==> config.mk <==
export PLATFORM = sky130hd
export DESIGN_NAME = pwm_regbank
export DESIGN_NICKNAME = d
export VERILOG_FILES = /design/src/rtl/pwm_regbank_pkg.sv /design/src/rtl/sync_2ff.sv /design/src/rtl/pwm_regbank.sv
export SDC_FILE = /design/constraint.sdc
export NUM_CORES = 1
export LEC_CHECK = 0
export BUFFER_PORTS_ARGS = -buffer_cell sky130_fd_sc_hd__buf_4
export CORE_ASPECT_RATIO = 0.6
export CORE_MARGIN = 2
export CORE_UTILIZATION = 50
export DETAILED_ROUTE_END_ITERATION = 6
export GPL_ROUTABILITY_DRIVEN = 0
export PLACE_DENSITY = 0.79
export SLEW_MARGIN = 30
export SYNTH_ARGS = -nofsm -noshare
export SYNTH_HDL_FRONTEND = slang
export SYNTH_SLANG_ARGS = --single-unit
==> constraint.sdc <==
create_clock -name clk -period 2.45 [get_ports clk]
set_input_delay 0.245 -clock clk [delete_from_list [all_inputs] [get_ports clk]]
set_output_delay 0.245 -clock clk [all_outputs]
set_load 0.05 [all_outputs]
==> src/rtl/pwm_regbank_pkg.sv <==
// Shared constants for the PWM register bank: register addresses and reset values.
// Latency: n/a (constants only).
// Backpressure: n/a.
package pwm_regbank_pkg;

   localparam logic [7:0] ADDR_CTRL     = 8'h00;
   localparam logic [7:0] ADDR_PRESCALE = 8'h01;
   localparam logic [7:0] ADDR_PERIOD   = 8'h02;
   localparam logic [7:0] ADDR_DUTY0    = 8'h03;

   localparam logic [7:0] PRESCALE_RST  = 8'h00;
   localparam logic [7:0] PERIOD_RST    = 8'hFF;
   localparam logic [7:0] DUTY_RST      = 8'h00;

endpackage

==> src/rtl/sync_2ff.sv <==
// Two-flop synchronizer for a single level signal entering the clk domain.
// Latency: 2 clk edges from a stable input to q.
// Backpressure: none; level passes straight through.
// Ports: clk, rst_n (async active-low, clears to 0), d (async level in), q (synchronized out).
module sync_2ff (
   input  logic clk,
   input  logic rst_n,
   input  logic d,
   output logic q
);

   logic meta;

   always_ff @(posedge clk or negedge rst_n) begin
      if (!rst_n) begin
         meta <= 1'b0;
         q    <= 1'b0;
      end else begin
         meta <= d;
         q    <= meta;
      end
   end

endmodule

==> src/rtl/pwm_regbank.sv <==
// SPI-fed register bank with NUM_CH PWM outputs (prescaler, shared period, per-channel duty).
// Latency: write lands 3-4 clk edges after wr_en_i rises; pwm_o one clk behind the counters.
// Backpressure: none; one write per wr_en_i high pulse, reads are combinational.
// Ports: clk, rst_n; addr_i/data_wr_i/wr_en_i from SPI slave (SCLK domain);
//        data_rd_o combinational read data; pwm_o registered PWM outputs.
module pwm_regbank
   import pwm_regbank_pkg::*;
#(
   parameter int NUM_CH = 4
) (
   input  logic              clk,
   input  logic              rst_n,
   input  logic [7:0]        addr_i,
   input  logic [7:0]        data_wr_i,
   input  logic              wr_en_i,
   output logic [7:0]        data_rd_o,
   output logic [NUM_CH-1:0] pwm_o
);

   // ---------------- write strobe CDC ----------------
   logic wr_sync2;
   logic wr_sync3;
   logic wr_stb;

   sync_2ff u_wr_sync (
      .clk   (clk),
      .rst_n (rst_n),
      .d     (wr_en_i),
      .q     (wr_sync2)
   );

   always_ff @(posedge clk or negedge rst_n) begin
      if (!rst_n) wr_sync3 <= 1'b0;
      else        wr_sync3 <= wr_sync2;
   end

   // Rising edge only: a long wr_en_i level still commits a single write.
   // addr_i/data_wr_i are held stable by the SPI side while wr_en_i is high.
   assign wr_stb = wr_sync2 & ~wr_sync3;

   // ---------------- shared registers ----------------
   logic [NUM_CH-1:0] ctrl;
   logic [7:0]        prescale;
   logic [7:0]        period;

   always_ff @(posedge clk or negedge rst_n) begin
      if (!rst_n) begin
         ctrl     <= '0;
         prescale <= PRESCALE_RST;
         period   <= PERIOD_RST;
      end else if (wr_stb) begin
         if (addr_i == ADDR_CTRL)     ctrl     <= data_wr_i[NUM_CH-1:0];
         if (addr_i == ADDR_PRESCALE) prescale <= data_wr_i;
         if (addr_i == ADDR_PERIOD)   period   <= data_wr_i;
      end
   end

   // ---------------- prescaler and period counter ----------------
   logic [7:0] pre_cnt;
   logic [7:0] per_cnt;
   logic       tick;
   logic       period_end;

   assign tick       = (pre_cnt == prescale);
   assign period_end = tick && (per_cnt == period);

   // If PERIOD/PRESCALE drop below the running count, the counters simply
   // run on through the 8-bit wrap and then resume against the new limit.
   always_ff @(posedge clk or negedge rst_n) begin
      if (!rst_n) begin
         pre_cnt <= 8'h00;
         per_cnt <= 8'h00;
      end else begin
         pre_cnt <= tick ? 8'h00 : pre_cnt + 8'd1;
         if (tick) per_cnt <= period_end ? 8'h00 : per_cnt + 8'd1;
      end
   end

   // ---------------- per-channel duty, shadow and compare ----------------
   logic [NUM_CH-1:0][7:0] duty_all;

   for (genvar i = 0; i < NUM_CH; i++) begin : g_ch
      localparam logic [7:0] ADDR_MINE = ADDR_DUTY0 + 8'(i);

      logic [7:0] duty_q;
      logic [7:0] shadow_q;
      logic       pwm_q;

      always_ff @(posedge clk or negedge rst_n) begin
         if (!rst_n) begin
            duty_q   <= DUTY_RST;
            shadow_q <= DUTY_RST;
            pwm_q    <= 1'b0;
         end else begin
            if (wr_stb && addr_i == ADDR_MINE) duty_q <= data_wr_i;
            // Shadow follows DUTY while disabled so enabling starts clean;
            // when enabled it only reloads at period end, which keeps the
            // running period glitch-free. A write landing on the same edge
            // is not seen until the next boundary.
            if (!ctrl[i] || period_end) shadow_q <= duty_q;
            pwm_q <= ctrl[i] & (per_cnt < shadow_q);
         end
      end

      assign duty_all[i] = duty_q;
      assign pwm_o[i]    = pwm_q;
   end

   // ---------------- read mux ----------------
   always_comb begin
      data_rd_o = 8'h00;
      if (addr_i == ADDR_CTRL) begin
         data_rd_o = 8'(ctrl);
      end else if (addr_i == ADDR_PRESCALE) begin
         data_rd_o = prescale;
      end else if (addr_i == ADDR_PERIOD) begin
         data_rd_o = period;
      end else begin
         for (int c = 0; c < NUM_CH; c++) begin
            if (addr_i == ADDR_DUTY0 + 8'(c)) data_rd_o = duty_all[c];
         end
      end
   end

endmodule

==> results of run 1 <==
-- where the power goes --
group	switching, mW	internal (mW)	total, mW
clock	0.658	0.884	1.54
sequential	0.103	1.86	1.97
combinational	0.586	0.387	0.974
-- state kept, by name, indices dropped and copies added (netlist names) --
register,cells
g_ch.duty_q,32
u_wr_sync.meta,1
g_ch.pwm_q,4
wr_sync3,1
ctrl,4
prescale,8
per_cnt,8
g_ch.shadow_q,32
pre_cnt,8
u_wr_sync.q,1
period,8
-- synthesized netlist by cell type (10+ instances only) --
master	instances
ha_1	30
o21ai_0	10
xor2_1	21
inv_1	34
nor2b_1	11
a211oi_1	11
nor2_1	20
mux2_2	79
a21oi_1	25
dfrtp_1	99
nand3_1	14
-- cell usage in the layout (no fill, tap or decap), types with 3 or more instances in the layout --
cell	instances
a22o_1	6
a221oi_1	4
dfstp_2	8
a21oi_1	25
nor2_1	20
nand2b_1	8
nor3_1	3
xor2_1	21
a31oi_1	3
dfrtp_1	99
mux2i_1	7
buf_4	47
inv_1	34
mux4_2	3
nand3_1	14
o21ai_4	4
mux2_2	79
o21ai_0	10
o31ai_1	3
clkbuf_8	3
a21o_1	8
clkbuf_16	9
mux2_4	8
nor2b_1	11
a211oi_1	10
nand2_1	8
and3_1	3
ha_1	30
-- stage by stage --
step | utilization, % | TNS [ps] | hold WS [ps] | worst slack (ps)
after CTS | 59.8 | 0 | 202 | 249
after global placement | 56.6 | 0 | 253 | 332
after global routing | 59.8 | 0 | 216 | 90.0
after detailed placement | 56.6 | 0 | 271 | 257
final | 59.8 | 0 | 211 | 242
after floorplan | - | -787 | -50.6 | -148
-- worst max path at each step --
| stage | to | slack (ps) |
|---|---|---|
| finish | g_ch[3].shadow_q[6] | 240 |
| global route | g_ch[1].shadow_q[0] | 90 |
| CTS | g_ch[3].shadow_q[6] | 250 |
| detailed placement | g_ch[3].shadow_q[6] | 260 |
| global placement | g_ch[1].shadow_q[3] | 330 |
| floorplan | data_rd_o[4] | -150 |
-- routing by layer --
metal / vias up / track usage, %
met2: 157 / 36.1
met3: 29 / 5.08
met4: 0 / 6.64
met5: - / 0
met1: 1990 / 36.3
li1: 1736 / -
-- final cells by class --
cell class                 instances  area (um2)
timing repair buffer              50         393
clock buffer                      12         267
fill                             842        4320
multi-input combinational        306        2720
sequential                       107        2690
inverter                          34         128
tap                              139         174
clock inverter                     4        56.3
-- kinds of logic (layout without fill, tap and decap cells) --
family	count (synthesis)	count (layout)
multiplexers	97	97
AND/OR/NAND/NOR	79	79
AO/OA/AOI/OAI	78	78
flip-flops	107	107
adder cells (fa/ha/maj)	30	30
XOR/XNOR	22	22
buffers and inverters	47	100
-- worst max-delay path, stage by stage (launching register included) --
cell	delay [ps]
dfstp_2	560
xor2_1	80
nor4_2	400
nand2_2	300
o21ai_4	420
mux2_4	340
==> metrics.txt, run 1 <==
status=complete, no violations; Worst R2R Setup Slack=240 ps; Max-Cap Viols=0; simple-gate area share of the yosys netlist=roughly 8.1%; CTS Sinks=107; placed cell count=634; PostCTS Resize Cnt=0; final hold vios=0; nets=557; Setup violations, final=0; GRT Total Usage=24.2%; Cells after Synth=460; Worst Skew=8.00 ps; Post-DP HPWL=around 10 mm; unrepaired setup endpoints after global routing=false; Max Freq=0.453 GHz; area grow syn2layout=14.9%; Unique masters post-synth=42; antenna violations before repair=0; Yosys warnings=0; uppermost layer routed=met4; peak supply drop=0.000347 V; adder-cell share of the synthesized area=6.71%; vias in the first global route=3914; post-synthesis compound-gate area fraction=9.75%; WL met1=6.27 mm; vias per inst=approximately 6; placed cell area=6080 um2; final slew viol count=0; die height=approximately 86 um; Seq cells post-synth=107; Worst-Skew Late Latency=350 ps; Worst slew margin=roughly three fifths; R2R Path Start=period[5]; total power=4.48 mW; Hold Path Origin=data_wr_i[0]; final instance area=6420 um2; DRC Markers=0; CTS buffer count=9; vias=3912; met3 WL post-DR=970 um; Yosys top cell area share=between 40% and 50%; WL final=about 14 mm; hold-fix buffers at CTS=2; Slew @ Worst Pin=570 ps; largest net degree at the start of global routing=56; Die X=141 um; met2 WL=6.06 mm; synthesized area per cell=12.2 um2; # rows=29; Crit. End Element=flop; port bufs=30; postcts setup bufs=0; CP required=roughly 2700 ps; sequential area share after synthesis=48.1%; core area=around 11000 um2; clk buf depth=2; post-synthesis mux area share=between 20% and 30%; io pins=31; Die Area=12100 um2; remaining global-route overflow=0; largest family of logic cells by synthesized area=multiplexers; Critical Path Fanout Max=9; CTS tree=yes; reg2reg end=g_ch[3].shadow_q[6]; first-pass GRT wire length=between 20 and 25 mm; final std cells w/o fill=approximately 650; clock slew at reported path FFs=70 ps; critical path launch point=period[5]; asr flop ratio synth=100%; Hold Path Class=in -> reg; antenna cell count=0; R2R cell count=5; Most used DFF post-synth=dfrtp_1; Post-synth EDFFs=0; Syn Std Cell Area=5590 um2; Synth area leader=dfrtp_1; WL per Instance=20.8 um; P_leak=3.10 nW; DRT Pass-1 Iters=5; top area cells in the synthesized netlist=dfrtp_1 (44%), mux2_2 (16%), ha_1 (6.7%); minimum clock period=2210 ps; post-synthesis xor/xnor area fraction=3.45%; H-tree levels=3; P per Cell Area=roughly 700 nW/um2; layout cells sized above 1=34.1%; Iteration-0 DRC Markers=415; Hold Path Depth=3; Initial Utilization=between 50% and 60%; Tcrit/Tclk final=90.1%; nature of the critical path startpoint=flop; ANT nets after route=0; Worst EP arrival=2440 ps; WHS Endpoint=g_ch[2].duty_q[0]; Worst Setup Path Type=reg -> reg; Mapped Nets=roughly 510; clock root cell=clkbuf_16
No activity file was read; power rests on OpenSTA's default activity.
==> inputs of run 2 (changes only) <==
Clock period 2.45 ns to 2.1 ns, I/O delays scaled along.
==> run 2 against run 1 <==
  * Clock power increased by 21%
  * Design area rose by 3.2%
  * Fmax increased by 9.7%
  * Utilization grew 1.9 points
  * Critical path depth rose by 2
  * Sequential cell count is the same
  * Routed wire length grew 5.3%
  * Register-to-register slack worse by 150 ps
  * Sequential share of layout area shrank 1.3 points
  * Critical path type unchanged
==> metrics.txt, run 2 (synthesis results as in run 1) <==
status=complete, no violations; Hold Path Depth=3; Crit. End Element=flop; vias=3940; worst hold slack=about 170 ps; nature of the critical path startpoint=flop; Seq pwr share=41.8%; area grow syn2layout=18.6%; Slew @ Worst Pin=601 ps; R2R cell count=7; antenna cell count=0; setup TNS=0 ps; first-pass GRT wire length=approximately 23 mm; Worst-Skew Late Latency=350 ps; peak supply drop=0.000468 V; Hold Path Class=in -> reg; clk buf depth=2; gr busiest metal=met2; Iteration-0 DRC Markers=around 320; clock root cell=clkbuf_16; remaining global-route overflow=0; Clk pwr share=34.2%; DRC Markers=0; largest net degree at the start of global routing=45; CP required=2340 ps; P_leak=3.22 nW; WL final=about 14 mm; Max Freq=about 0.5 GHz; Sw Share=29.5%; Worst Setup Path Type=reg -> reg; Tcrit/Tclk final=95.9%; Die Area=12100 um2; CTS buffer count=9; Largest regs=g_ch.duty_q (32), g_ch.shadow_q (32); die height=85.9 um; final hold vios=0; commonest non-fill, non-tap cell in the layout=dfrtp_1; placed cell count=642; vias per inst=about 6; WHS Endpoint=g_ch[0].duty_q[0]; Worst R2R Setup Slack=90 ps; Hold Path Origin=data_wr_i[0]; sw power=1.61 mW; most frequent cells in the layout=dfrtp_1 (99), mux2_2 (75), buf_4 (57); antenna violations before repair=0; Post-DP HPWL=10.3 mm; vias in the first global route=4024; DRT Pass-1 Iters=5; Worst EP arrival=2250 ps; layout cells sized above 1=36.2%; Die X=141 um; GRT Total Usage=about 25%; CTS Sinks=107; Worst slew margin=60.0%; H-tree levels=3; Worst Skew=5.19 ps; WL per Instance=about 21 um; part of the power in combinational logic=24.0%; Setup violations, final=0; clock slew at reported path FFs=70 ps; grt met3 use=approximately 7%; nets=between 500 and 600; met1 Usage GRT=34.5%; Initial Utilization=approximately 52%; P per Cell Area=825 nW/um2; ANT nets after route=0; io pins=31; final std cells w/o fill=around 670; R2R Path Start=period[4]; final slew viol count=0; Max-Cap Viols=0; Critical Path Fanout Max=8; # rows=29; Int Pwr=3.86 mW; unrepaired setup endpoints after global routing=false; core area=10700 um2; minimum clock period=between 2000 and 2500 ps; CTS tree=yes; M2 GR Usage=40.4%; reg2reg end=g_ch[2].shadow_q[2]; port bufs=30
[run 2: cell count changes in the layout (fill, tap and decap cells not counted), sizes merged]
cell and change:
buf +14, clkinvlp +1, bufinv +1, inv -1
clkbuf -1
[run 2: how the worst max path moves through the flow]
stage                   start                   to  cells past startpoint
floorplan           addr_i[0]         data_rd_o[4]                      5
global placement    period[5]  g_ch[0].shadow_q[5]                      5
detailed placement  period[5]  g_ch[3].shadow_q[1]                      5
CTS                 period[5]  g_ch[2].shadow_q[0]                      5
global route          ctrl[0]         data_rd_o[0]                      4
finish              period[4]  g_ch[2].shadow_q[2]                      7
[run 2: critical path: stages, from the launching register on]
cell     delay [ps]
dfstp_2         580
xor2_2           90
nor4_4          310
nand2_2          90
buf_4           170
o21ai_4         170
buf_12          150
mux2_2          330
[run 2: layout make-up]
type,count,area (um2)
Fill cell,869,4110
Multi-Input combinational cell,306,2760
Sequential cell,107,2690
Timing Repair Buffer,64,548
Clock buffer,11,253
Tap cell,139,174
Inverter,34,128
Clock inverter,5,85.1
[run 2: power groups by stage]
stage | Clock [mW] | Sequential, mW | Combinational (mW)
after floorplan | 0 | 2.32 | 0.740
after global placement | 0 | 2.31 | 1.17
after detailed placement | 0 | 2.32 | 1.22
after CTS | 1.89 | 2.28 | 1.25
after global routing | 1.99 | 2.30 | 1.41
final | 1.87 | 2.29 | 1.31
[run 2: repair_timing]
item                                    CTS  global route
endpoints found under the setup margin   25            28
resized for setup                         1             6
pin swaps                                 3             5
buffers inserted                          3             3
hold buffers                              2             0
hold endpoints to repair                 40             0
[run 2: stage by stage]
step | util (%) | setup WS (ps) | cell area, um2 | total power [mW]
floorplan | - | -428 | 5600 | 3.06
CTS | 61.1 | 3.30 | 6570 | 5.42
global placement | 57.2 | 43.3 | 6150 | 3.48
detailed placement | 57.2 | -9.18 | 6150 | 3.54
global route | 61.7 | 8.83 | 6630 | 5.70
finish | 61.7 | 86.6 | 6630 | 5.47
[run 2: layer usage]
layer | wire length, um | share of wire [%]
met1 | 6410 | 45
met2 | 6540 | 46
met3 | 1020 | 7.1
met4 | 333 | 2.3
met5 | 0 | 0
==> inputs of run 3 (changes only) <==
Settings changed: CORE_UTILIZATION 50 to 57, PLACE_DENSITY 0.79 to 0.87.
==> run 3 against run 2 <==
  * First-iteration DRC count is 1.9% lower
  * Utilization up 8.0 points
  * Clock power shrank 7%
  * Clock skew is essentially flat
  * Register-to-register slack got worse by 80 ps
  * Critical endpoint is now g_ch[0].shadow_q[5]
  * Setup slack lost 80 ps
  * Largest cell class unchanged
  * Die area fell by 12%
==> metrics.txt, run 3 (synthesis results as in run 1) <==
status=complete, no violations; part of the power in combinational logic=25.6%; first-pass GRT wire length=22.5 mm; WL per Instance=21.5 um; largest net degree at the start of global routing=48; total power=5.39 mW; Final WS setup=between 6 and 7 ps; Hold Path Origin=data_wr_i[0]; DRT Pass-1 Iters=6; WL final=14.1 mm; P_leak=3.16 nW; Max-Cap Viols=0; placed cell area=6120 um2; final hold vios=0; layout cells sized above 1=35.7%; Worst path depth=6; Largest regs=g_ch.duty_q (32), g_ch.shadow_q (32); peak supply drop=about 0.00063 V; core area=9360 um2; die height=80.7 um; Clk pwr share=32.0%; CTS Sinks=107; Int Pwr=roughly 3.7 mW; ANT nets after route=0; CP required=about 2300 ps; sw power=1.68 mW; Worst slew margin=69.3%; antenna cell count=0; unrepaired setup endpoints after global routing=true; P per Cell Area=826 nW/um2; clock root cell=clkbuf_16; final instance area=6530 um2; nets=568; placed cell count=631; Initial Utilization=59.8%; # rows=27; Worst-Skew Late Latency=360 ps; final std cells w/o fill=654; nature of the critical path startpoint=flop; R2R Path Start=period[3]; Post-DP HPWL=10.3 mm; clock slew at reported path FFs=70 ps; H-tree levels=3; Setup violations, final=0; Tcrit/Tclk final=99.7%; Max Freq=0.478 GHz; final slew viol count=0; layout filler cell count=641; Worst Setup Path Type=reg -> reg; Place WS=-37.4 ps; io pins=31; Critical Path Fanout Max=8; Worst Skew=between 5 and 6 ps; Worst EP arrival=2340 ps; crit-path cells=xor2_1 -> nor4_2 -> nand2_2 -> buf_4 -> o21ai_4 -> mux2_2; reg2reg end=g_ch[0].shadow_q[5]; Sw Share=31.1%; vias=3927; commonest non-fill, non-tap cell in the layout=dfrtp_1; WHS Endpoint=g_ch[0].duty_q[0]; clk buf depth=2; Crit. End Element=flop; DRC Markers=0; vias in the first global route=between 4000 and 5000; Slew @ Worst Pin=460 ps; most frequent cells in the layout=dfrtp_1 (99), mux2_2 (74), buf_4 (55); final core utilization=69.8%; Die X=132 um; remaining global-route overflow=0; Hold Path Depth=3; slowest stage delay, CP=roughly 550 ps; port bufs=30; Die Area=10600 um2; Hold Path Class=in -> reg; worst hold slack=about 140 ps; Slowest-stage cell, CP=dfstp_2; CTS tree=yes; vias per inst=6.00; Buf/Inv on CP=1; Worst R2R Setup Slack=7 ps; CTS buffer count=9; area grow syn2layout=16.8%; Seq pwr share=between 40% and 50%; family with the most delay on the worst path=flip-flops; Iteration-0 DRC Markers=between 300 and 400; setup TNS=0 ps; antenna violations before repair=0; GRT Total Usage=between 20 and 30%; minimum clock period=2090 ps; R2R cell count=6
run 3: cell types whose count changed in the layout (fill, tap and decap cells not counted):
| cell | before | now |
|---|---|---|
| nor4_4 | 3 | 2 |
| nor4_2 | 1 | 2 |
| clkinv_4 | 2 | 0 |
| bufinv_16 | 2 | 1 |
| xor2_2 | 1 | 0 |
| clkinvlp_4 | 1 | 4 |
| mux2_2 | 75 | 74 |
| clkbuf_8 | 2 | 1 |
| buf_6 | 0 | 1 |
| buf_4 | 57 | 55 |
| buf_12 | 5 | 3 |
| xor2_1 | 20 | 21 |
| mux2_4 | 12 | 13 |
| clkinv_2 | 0 | 1 |
run 3: timing repair:
item | 4_1_cts | 5_1_grt
setup buffers | 4 | 1
hold buffers | 2 | 0
pin swaps | 3 | 3
gates resized for setup | 0 | 7
setup endpoints to repair | 17 | 25
hold endpoints to repair | 35 | 0
run 3: worst register-to-register path: cells and delay by family (launching register included):
family,cells,cell delay (ps)
buf+inv,1,180
flops,1,550
compound gates,1,260
simple gates,2,530
mux,1,380
xor+xnor,1,80
run 3: layout make-up:
class | count | area, um2 | area share [%]
clock inverters | 6 | 65.1 | 0.996
repair buffers | 61 | 504 | 7.72
clock buffers | 10 | 239 | 3.66
inverters | 34 | 128 | 1.95
multi-input cells | 306 | 2740 | 42.0
flip-flops and latches | 107 | 2690 | 41.2
well taps | 130 | 163 | 2.49
run 3: worst max path at each step:
stage / start / end / slack [ps]
2_1_floorplan: addr_i[0] / data_rd_o[4] / -430
3_3_place_gp: period[5] / g_ch[3].shadow_q[5] / 90
3_5_place_dp: period[7] / g_ch[1].shadow_q[4] / -40
4_1_cts: period[5] / g_ch[2].shadow_q[1] / 30
5_1_grt: period[3] / g_ch[0].shadow_q[0] / -80
6_report: period[3] / g_ch[0].shadow_q[5] / 7
run 3: layer usage:
layer	track usage [%]	part of all wire, %
met5	0	0
met4	8.15	2.0
met3	8.36	10
met2	45.2	45
met1	39.0	43
run 3: power by group through the flow:
stage | logic [mW] | clock network, mW | registers [mW]
3_3_place_gp | 1.18 | 0 | 2.31
2_1_floorplan | 0.740 | 0 | 2.32
3_5_place_dp | 1.26 | 0 | 2.32
5_1_grt | 1.49 | 1.84 | 2.30
6_report | 1.38 | 1.73 | 2.29
4_1_cts | 1.31 | 1.74 | 2.28
